## src/rtl/uart_tx.sv

```systemverilog
// UART transmitter: start bit, 8 data bits LSB first, optional parity bit, 1 or 2 stop bits.
// Every output is a flop; its next value comes from the next-state values, so nothing on the
// input side reaches a pin in the same cycle.
module uart_tx #(
  parameter int unsigned CLKS_PER_BIT = 217,
  parameter int unsigned PARITY_EN    = 0,
  parameter int unsigned PARITY_ODD   = 0,
  parameter int unsigned STOP_BITS    = 1
) (
  input  logic       clk,
  input  logic       rst,
  input  logic       i_TX_DV,
  input  logic [7:0] i_TX_Byte,
  output logic       o_TX_Ready,
  output logic       o_TX_Active,
  output logic       o_TX_Serial,
  output logic       o_TX_Done
);

  localparam int unsigned CntW = (CLKS_PER_BIT > 1) ? $clog2(CLKS_PER_BIT) : 1;
  localparam logic [CntW-1:0] CntLast = CntW'(CLKS_PER_BIT - 1);
  localparam logic [2:0] StopLast = 3'(STOP_BITS - 1);
  localparam logic ParityOdd = (PARITY_ODD != 0);
  localparam logic ParityEn = (PARITY_EN != 0);

  typedef enum logic [2:0] {StIdle, StStart, StData, StParity, StStop} state_e;

  state_e          state_q, state_d;
  logic [CntW-1:0] cnt_q, cnt_d;
  // Data bit index in StData, stop bit index in StStop.
  logic [2:0]      idx_q, idx_d;
  logic [7:0]      data_q, data_d;
  logic            serial_d, ready_d, active_d, done_d;
  logic            bit_end;

  // Next-state logic and next values of the registered outputs.
  always_comb begin
    state_d = state_q;
    cnt_d   = cnt_q;
    idx_d   = idx_q;
    data_d  = data_q;
    bit_end = (cnt_q == CntLast);

    if (state_q != StIdle) begin
      cnt_d = bit_end ? '0 : cnt_q + CntW'(1);
    end

    case (state_q)
      StIdle: begin
        cnt_d = '0;
        idx_d = '0;
        // Ready is high exactly in StIdle, so a request here is an accept.
        if (i_TX_DV) begin
          data_d  = i_TX_Byte;
          state_d = StStart;
        end
      end
      StStart: begin
        if (bit_end) begin
          state_d = StData;
          idx_d   = '0;
        end
      end
      StData: begin
        if (bit_end) begin
          if (idx_q == 3'd7) begin
            state_d = ParityEn ? StParity : StStop;
            idx_d   = '0;
          end else begin
            idx_d = idx_q + 3'd1;
          end
        end
      end
      StParity: begin
        if (bit_end) begin
          state_d = StStop;
          idx_d   = '0;
        end
      end
      StStop: begin
        if (bit_end) begin
          if (idx_q == StopLast) begin
            state_d = StIdle;
            idx_d   = '0;
          end else begin
            idx_d = idx_q + 3'd1;
          end
        end
      end
      default: state_d = StIdle;
    endcase

    serial_d = 1'b1;
    case (state_d)
      StStart:  serial_d = 1'b0;
      StData:   serial_d = data_d[idx_d];
      StParity: serial_d = (^data_d) ^ ParityOdd;
      default:  serial_d = 1'b1;
    endcase
    ready_d  = (state_d == StIdle);
    active_d = (state_d != StIdle);
    done_d   = (state_d == StStop) && (cnt_d == CntLast) && (idx_d == StopLast);
  end

  // State, counters, held byte and output registers; reset wins over everything.
  always_ff @(posedge clk) begin
    if (rst) begin
      state_q     <= StIdle;
      cnt_q       <= '0;
      idx_q       <= '0;
      data_q      <= '0;
      o_TX_Serial <= 1'b1;
      o_TX_Ready  <= 1'b1;
      o_TX_Active <= 1'b0;
      o_TX_Done   <= 1'b0;
    end else begin
      state_q     <= state_d;
      cnt_q       <= cnt_d;
      idx_q       <= idx_d;
      data_q      <= data_d;
      o_TX_Serial <= serial_d;
      o_TX_Ready  <= ready_d;
      o_TX_Active <= active_d;
      o_TX_Done   <= done_d;
    end
  end

endmodule

```

## config.mk

```make
export PLATFORM = sky130hd
export DESIGN_NAME = uart_tx
export DESIGN_NICKNAME = d
export VERILOG_FILES = /design/src/rtl/uart_tx.sv
export SDC_FILE = /design/constraint.sdc
export NUM_CORES = 1
export LEC_CHECK = 0
export ABC_AREA = 1
export BUFFER_PORTS_ARGS = -buffer_cell sky130_fd_sc_hd__buf_2
export CAP_MARGIN = 20
export CORE_MARGIN = 1
export CORE_UTILIZATION = 51
export CTS_CLUSTER_DIAMETER = 150
export DETAILED_ROUTE_END_ITERATION = 8
export MAX_ROUTING_LAYER = met4
export PLACE_DENSITY = 0.7
export SKIP_LAST_GASP = 1
export SYNTH_ARGS = -nofsm -noshare
export SYNTH_HDL_FRONTEND = slang
export SYNTH_SLANG_ARGS = --single-unit
export TNS_END_PERCENT = 10
```

## constraint.sdc

```tcl
create_clock -name clk -period 2.05 [get_ports clk]
set_clock_uncertainty 0.2 [all_clocks]
set_input_delay 0.5125 -clock clk [delete_from_list [all_inputs] [get_ports clk]]
set_output_delay 0.5125 -clock clk [all_outputs]
set_load 0.02 [all_outputs]
```

==> impl_metrics.json, run 1 <==
{
  "dp_hpwl_mm": 2.27,
  "p_per_area_mw_per_mm2": 563,
  "antennaDiodeCount": 0,
  "track_usage_pct": 20.8,
  "routedWlPerCell_um": 11.1,
  "first_global_vias": 1244,
  "drt_pre_antenna_iters": 4,
  "synth_cells": 229,
  "crit_fanout": 5,
  "avgSynthCellArea_um2": 6.79,
  "min_to": "data_q[6]$_SDFF_PP0_",
  "tns_ns": 0,
  "wl_mm": 3.18,
  "die_h_um": 57.2,
  "cts.clk_slew.worst_paths_ns": 0.14,
  "min-delay-start": "i_TX_Byte[6]",
  "syn_area_mm2": 0.00155,
  "cts_buffers": 3,
  "synth_cell_types": 31,
  "max_cap_violations": 0,
  "fin_area_mm2": 0.00183,
  "worst_slack_ns": 0.0847,
  "r2r_cells": 14,
  "clockBufferDepth": 2,
  "tightestPinTransition_ns": 0.344,
  "period_share_pct": 95.9,
  "core_area_mm2": 0.00283,
  "regToRegSetupSlack_ns": 0.08,
  "slew-limit-headroom_pct": 77.0,
  "cts_tree": "yes",
  "synth_most_common_cell": "nand2_1",
  "synthToLayoutAreaGrowth_pct": 18.0,
  "detail-route-antenna-nets": 0,
  "arrival_ns": 2.05,
  "slew_violations": 0,
  "min_period_ns": 1.97,
  "drc": 0,
  "die-area_mm2": 0.00327,
  "r2r_start": "cnt_q[1]$_SDFF_PP0_",
  "grt_max_degree": 16,
  "yosysTopAreaCell": "dfxtp_1",
  "drt_iter0_markers": 60,
  "grt_pass1_wl_mm": 5.19,
  "yosysTopAreaCellShare_pct": 33.5,
  "hold_viol_final": 0,
  "worstSetupPathType": "reg -> reg",
  "drive_gt1_share_pct": 30.5,
  "synth_edf_count": 0,
  "place_congestion": 0.832,
  "hold_depth": 3,
  "die_w_um": 57.2,
  "netlist_top_cells_count": "59 x nand2_1, 31 x inv_1, 26 x dfxtp_1",
  "nets": 273,
  "initial_core_util_pct": 54.9,
  "finish.utilization_pct": 64.8,
  "hp-class": "in -> reg",
  "grt-ovfl-total": 0,
  "fmax_mhz": 509,
  "row_count": 19,
  "ys_ff_latch": 26,
  "place_ws_ns": -0.0243,
  "synth.net_count": 245,
  "setup_viol": 0,
  "ys.flop_type": "dfxtp_1",
  "status": "finished clean",
  "insertion_delay_ns": 0.32,
  "io_pins": 15,
  "viasPerCell": 4.98,
  "dpl-instance-area_mm2": 0.00168,
  "ys.warnings.count": 0,
  "async_flop_share_pct": 0,
  "seq_area_frac_synth_pct": 33.5,
  "synthTopCellsByArea": "dfxtp_1 33%, nand2_1 14%, inv_1 7.5%",
  "startpoint_type": "flop",
  "cts.sinks": 26,
  "stdcell_count": 287,
  "power.leakage_nw": 0.908,
  "io_buffers": 14,
  "setup.worst_path.end_class": "flop",
  "h-tree-depth": 1,
  "cp.required_ns": 2.13,
  "peakVddDrop_mv": 0.492,
  "r2r_end": "o_TX_Serial$_SDFF_PP1_",
  "dp_cells": 277,
  "rsz0062_at_grt": "yes",
  "ctsHoldBuffers": 0,
  "cts_root_buf": "clkbuf_4",
  "antenna_found_initial": 0,
  "vias": 1430
}
flip-flops by register name (all words and copies together), names as in the netlist:
signal,flops
o_TX_Done,1
o_TX_Active,1
cnt_q,8
state_q,3
o_TX_Serial,1
o_TX_Ready,1
data_q,8
idx_q,3
metrics by stage:
| stage | total power (W) | hold slack [ns] |
|---|---|---|
| 2_1_floorplan | 0.000710 | 0.241 |
| 3_3_place_gp | 0.000754 | 0.319 |
| 3_5_place_dp | 0.000758 | 0.344 |
| 4_1_cts | 0.00103 | 0.227 |
| 5_1_grt | 0.00110 | 0.238 |
| 6_report | 0.00103 | 0.236 |
metal layers:
layer  vias up  global-route usage (%)  wire (um)
met2        24                    31.9       1360
met5         -                       -          0
met4         0                    4.18         21
met1       637                    28.1       1680
li1        765                       -          -
met3         4                    4.99        118
area by class of cell:
class,count,area (um2)
Timing Repair Buffer,25,153
Sequential cell,26,528
Inverter,42,158
Clock buffer,4,36.3
Tap cell,31,38.8
Fill cell,254,996
Multi-Input combinational cell,159,920
cells in the final DEF (no fill, tap or decap), types with 6 or more instances in the layout:
master   count
buf_2       14
inv_1       28
nand2_2      8
inv_2       14
dfxtp_2      6
dfxtp_1     20
nand2_1     57
nor2_1      25
nand3_1     21
o21ai_2      8
buf_4       11
worst max path at each step:
stage	start	end	slack (ns)	depth (start not counted)
finish	cnt_q[1]$_SDFF_PP0_	o_TX_Serial$_SDFF_PP1_	0.08	14
detailed placement	i_TX_DV	o_TX_Serial$_SDFF_PP1_	-0.02	14
global route	cnt_q[1]$_SDFF_PP0_	o_TX_Serial$_SDFF_PP1_	-0.04	14
CTS	state_q[1]$_SDFF_PP0_	o_TX_Serial$_SDFF_PP1_	0.02	15
floorplan	cnt_q[0]$_SDFF_PP0_	o_TX_Done$_SDFF_PP0_	0.19	12
global placement	i_TX_DV	o_TX_Serial$_SDFF_PP1_	0.02	14
cell families (layout without fill, tap and decap cells):
logic type | count (synthesis) | after routing | share of synthesized area (%)
adder cells (fa/ha/maj) | 5 | 5 | 4.03
flip-flops | 26 | 26 | 33.5
AO/OA/AOI/OAI | 20 | 20 | 9.18
buffers and inverters | 45 | 71 | 11.8
AND/OR/NAND/NOR | 127 | 128 | 38.1
XOR/XNOR | 6 | 6 | 3.38
where the power goes:
part           switching, W  internal [W]  total [W]
sequential       0.00000734      0.000527   0.000534
combinational      0.000146     0.0000889   0.000235
clock              0.000154      0.000109   0.000263
worst max-delay path, stage by stage (launching register included):
cell	delay, ns
dfxtp_2	0.36
inv_2	0.06
ha_4	0.13
inv_2	0.04
nor2_4	0.16
nand2_4	0.12
a21oi_4	0.20
nand3_4	0.13
nand2_4	0.11
nand2_2	0.05
nand3_1	0.07
nand3_1	0.07
nand2_1	0.10
nand2_1	0.06
nand2_1	0.06
repair_timing:
action | in CTS | in global routing
buffers inserted | 0 | 5
setup endpoints to repair | 0 | 2
gates resized for setup | 0 | 23
Power figures use the tool's default switching activity.
==> run 2, diff against run 1 <==
--- a/config.mk
+++ b/config.mk
@@ -14,6 +14,7 @@
 export DETAILED_ROUTE_END_ITERATION = 8
 export MAX_ROUTING_LAYER = met4
 export PLACE_DENSITY = 0.7
+export REMOVE_ABC_BUFFERS = 1
 export SKIP_LAST_GASP = 1
 export SYNTH_ARGS = -nofsm -noshare
 export SYNTH_HDL_FRONTEND = slang
==> impl_metrics.json, run 2 (synthesis results as in run 1) <==
{
  "max_cap_violations": 0,
  "violations": "DRC",
  "wl_mm": 3.16,
  "worstSetupPathType": "reg -> reg",
  "ctsHoldBuffers": 0,
  "final_common_cell": "nand2_1",
  "largest_registers": "cnt_q: 8 flops, data_q: 8 flops",
  "core_area_mm2": 0.00283,
  "crit_fanout": 4,
  "h-tree-depth": 1,
  "insertion_delay_ns": 0.32,
  "die-area_mm2": 0.00327,
  "slew_violations": 0,
  "power_w": 0.00104,
  "cts_root_buf": "clkbuf_4",
  "hp-class": "in -> reg",
  "drt_pre_antenna_iters": 6,
  "detail-route-antenna-nets": 0,
  "die_h_um": 57.2,
  "initial_core_util_pct": 54.9,
  "hold_depth": 3,
  "min_to": "data_q[6]$_SDFF_PP0_",
  "grt_pass1_wl_mm": 5.27,
  "cts_buffers": 3,
  "cts_tree": "yes",
  "layout_common_cells": "59 x nand2_1, 31 x inv_1, 25 x nor2_1, 24 x dfxtp_1, 22 x nand3_1",
  "drc": 3,
  "r2r_end": "o_TX_Serial$_SDFF_PP1_",
  "peakVddDrop_mv": 0.437,
  "critPathMaxStageDelay_ns": 0.36,
  "routedWlPerCell_um": 10.8,
  "vias": 1451,
  "antenna_found_initial": 0,
  "finish.utilization_pct": 64.8,
  "slew-limit-headroom_pct": 77.0,
  "startpoint_type": "flop",
  "grt-ovfl-total": 0,
  "place_congestion": 0.798,
  "die_w_um": 57.2,
  "fmax_mhz": 508,
  "synthToLayoutAreaGrowth_pct": 18.0,
  "cts.sinks": 26,
  "cp.required_ns": 2.13,
  "fillers": 268,
  "dp_hpwl_mm": 2.29,
  "first_global_vias": 1295,
  "track_usage_pct": 21.0,
  "regToRegSetupSlack_ns": 0.08,
  "p_per_area_mw_per_mm2": 566,
  "io_buffers": 14,
  "hold_viol_final": 0,
  "critPathTopFamily": "simple AND/OR/NAND/NOR gates",
  "worst_path_most_repeated_cell": "nand2_1",
  "drt_iter0_markers": 79,
  "r2r_start": "idx_q[0]$_SDFF_PP0_",
  "min-delay-start": "i_TX_Byte[6]",
  "nets": 278,
  "setup_viol": 0,
  "power.leakage_nw": 0.933,
  "path_cells": "ha_1 > ha_1 > o21ai_1 > nand2_1 > o21ai_1 > inv_1 > nand3_1 > nand3_1 > nand2_1 > nand2_1 > nand2_1",
  "drive_gt1_share_pct": 27.2,
  "rsz0062_at_grt": "yes",
  "clockBufferDepth": 2,
  "grt_max_degree": 16,
  "critPathBufInv": 1,
  "row_count": 19,
  "worst_slack_ns": 0.0803,
  "period_share_pct": 96.1,
  "place_ws_ns": -0.0322,
  "antennaDiodeCount": 0,
  "status": "complete, but fails checks",
  "startpoint": "idx_q[0]$_SDFF_PP0_",
  "io_pins": 15,
  "setup.worst_path.end_class": "flop",
  "tightestPinTransition_ns": 0.341,
  "viasPerCell": 4.97,
  "arrival_ns": 2.05,
  "min_period_ns": 1.97,
  "cpMaxStageDelayCell": "dfxtp_1",
  "r2r_cells": 11,
  "cts.clk_slew.worst_paths_ns": 0.14
}
-- run 2: cell types whose count changed in the layout (fill, tap and decap cells not counted), sizes merged --
cell / before / now
buf: 25 / 30
nand2: 67 / 66
nand3: 24 / 25
-- run 2: tightest hold or removal path: stages --
cell	delay, ns
buf_2	0.08
o21ai_2	0.07
nor2_1	0.07
-- run 2: worst max-delay path by stage --
stage,endpoint,cells after the start,slack [ns]
2_1_floorplan,o_TX_Done$_SDFF_PP0_,11,0.19
5_1_grt,o_TX_Serial$_SDFF_PP1_,16,-0.08
6_report,o_TX_Serial$_SDFF_PP1_,11,0.08
4_1_cts,o_TX_Serial$_SDFF_PP1_,14,0.009
3_3_place_gp,o_TX_Serial$_SDFF_PP1_,14,0.02
3_5_place_dp,o_TX_Serial$_SDFF_PP1_,15,-0.03
-- run 2: metal layers --
layer / vias up / GRT usage (%) / part of all wire (%)
met5: - / - / 0
met4: 0 / 5.57 / 1.2
met3: 4 / 4.54 / 4.8
met2: 31 / 32.3 / 46
met1: 641 / 28.1 / 48
li1: 775 / - / -
-- run 2: timing repair --
item,in CTS,in global routing
setup buffers,0,9
setup endpoints to repair,0,4
gates resized for setup,0,9
-- run 2: layout make-up --
type	instances	area [um2]	share of cell area [%]
clock buffers	4	36.3	1.98
inverters	42	158	8.60
multi-input cells	159	885	48.3
flip-flops and latches	26	526	28.7
well taps	31	38.8	2.12
repair buffers	30	190	10.4
-- run 2: stage by stage --
step,TNS [ns],cell area [um2],hold WS (ns),instances
after detailed placement,-0.0322,1690,0.324,278
after global routing,-0.168,1830,0.241,292
after CTS,0,1730,0.239,282
after floorplan,0,1530,0.241,226
final,0,1830,0.245,292
after global placement,0,1690,0.314,278
-- run 2: power by group --
part	internal, W	switching [W]	total (W)
Combinational	0.0000989	0.000148	0.000247
Sequential	0.000525	0.00000682	0.000532
Clock	0.000109	0.000149	0.000258
Total	0.000733	0.000304	0.00104
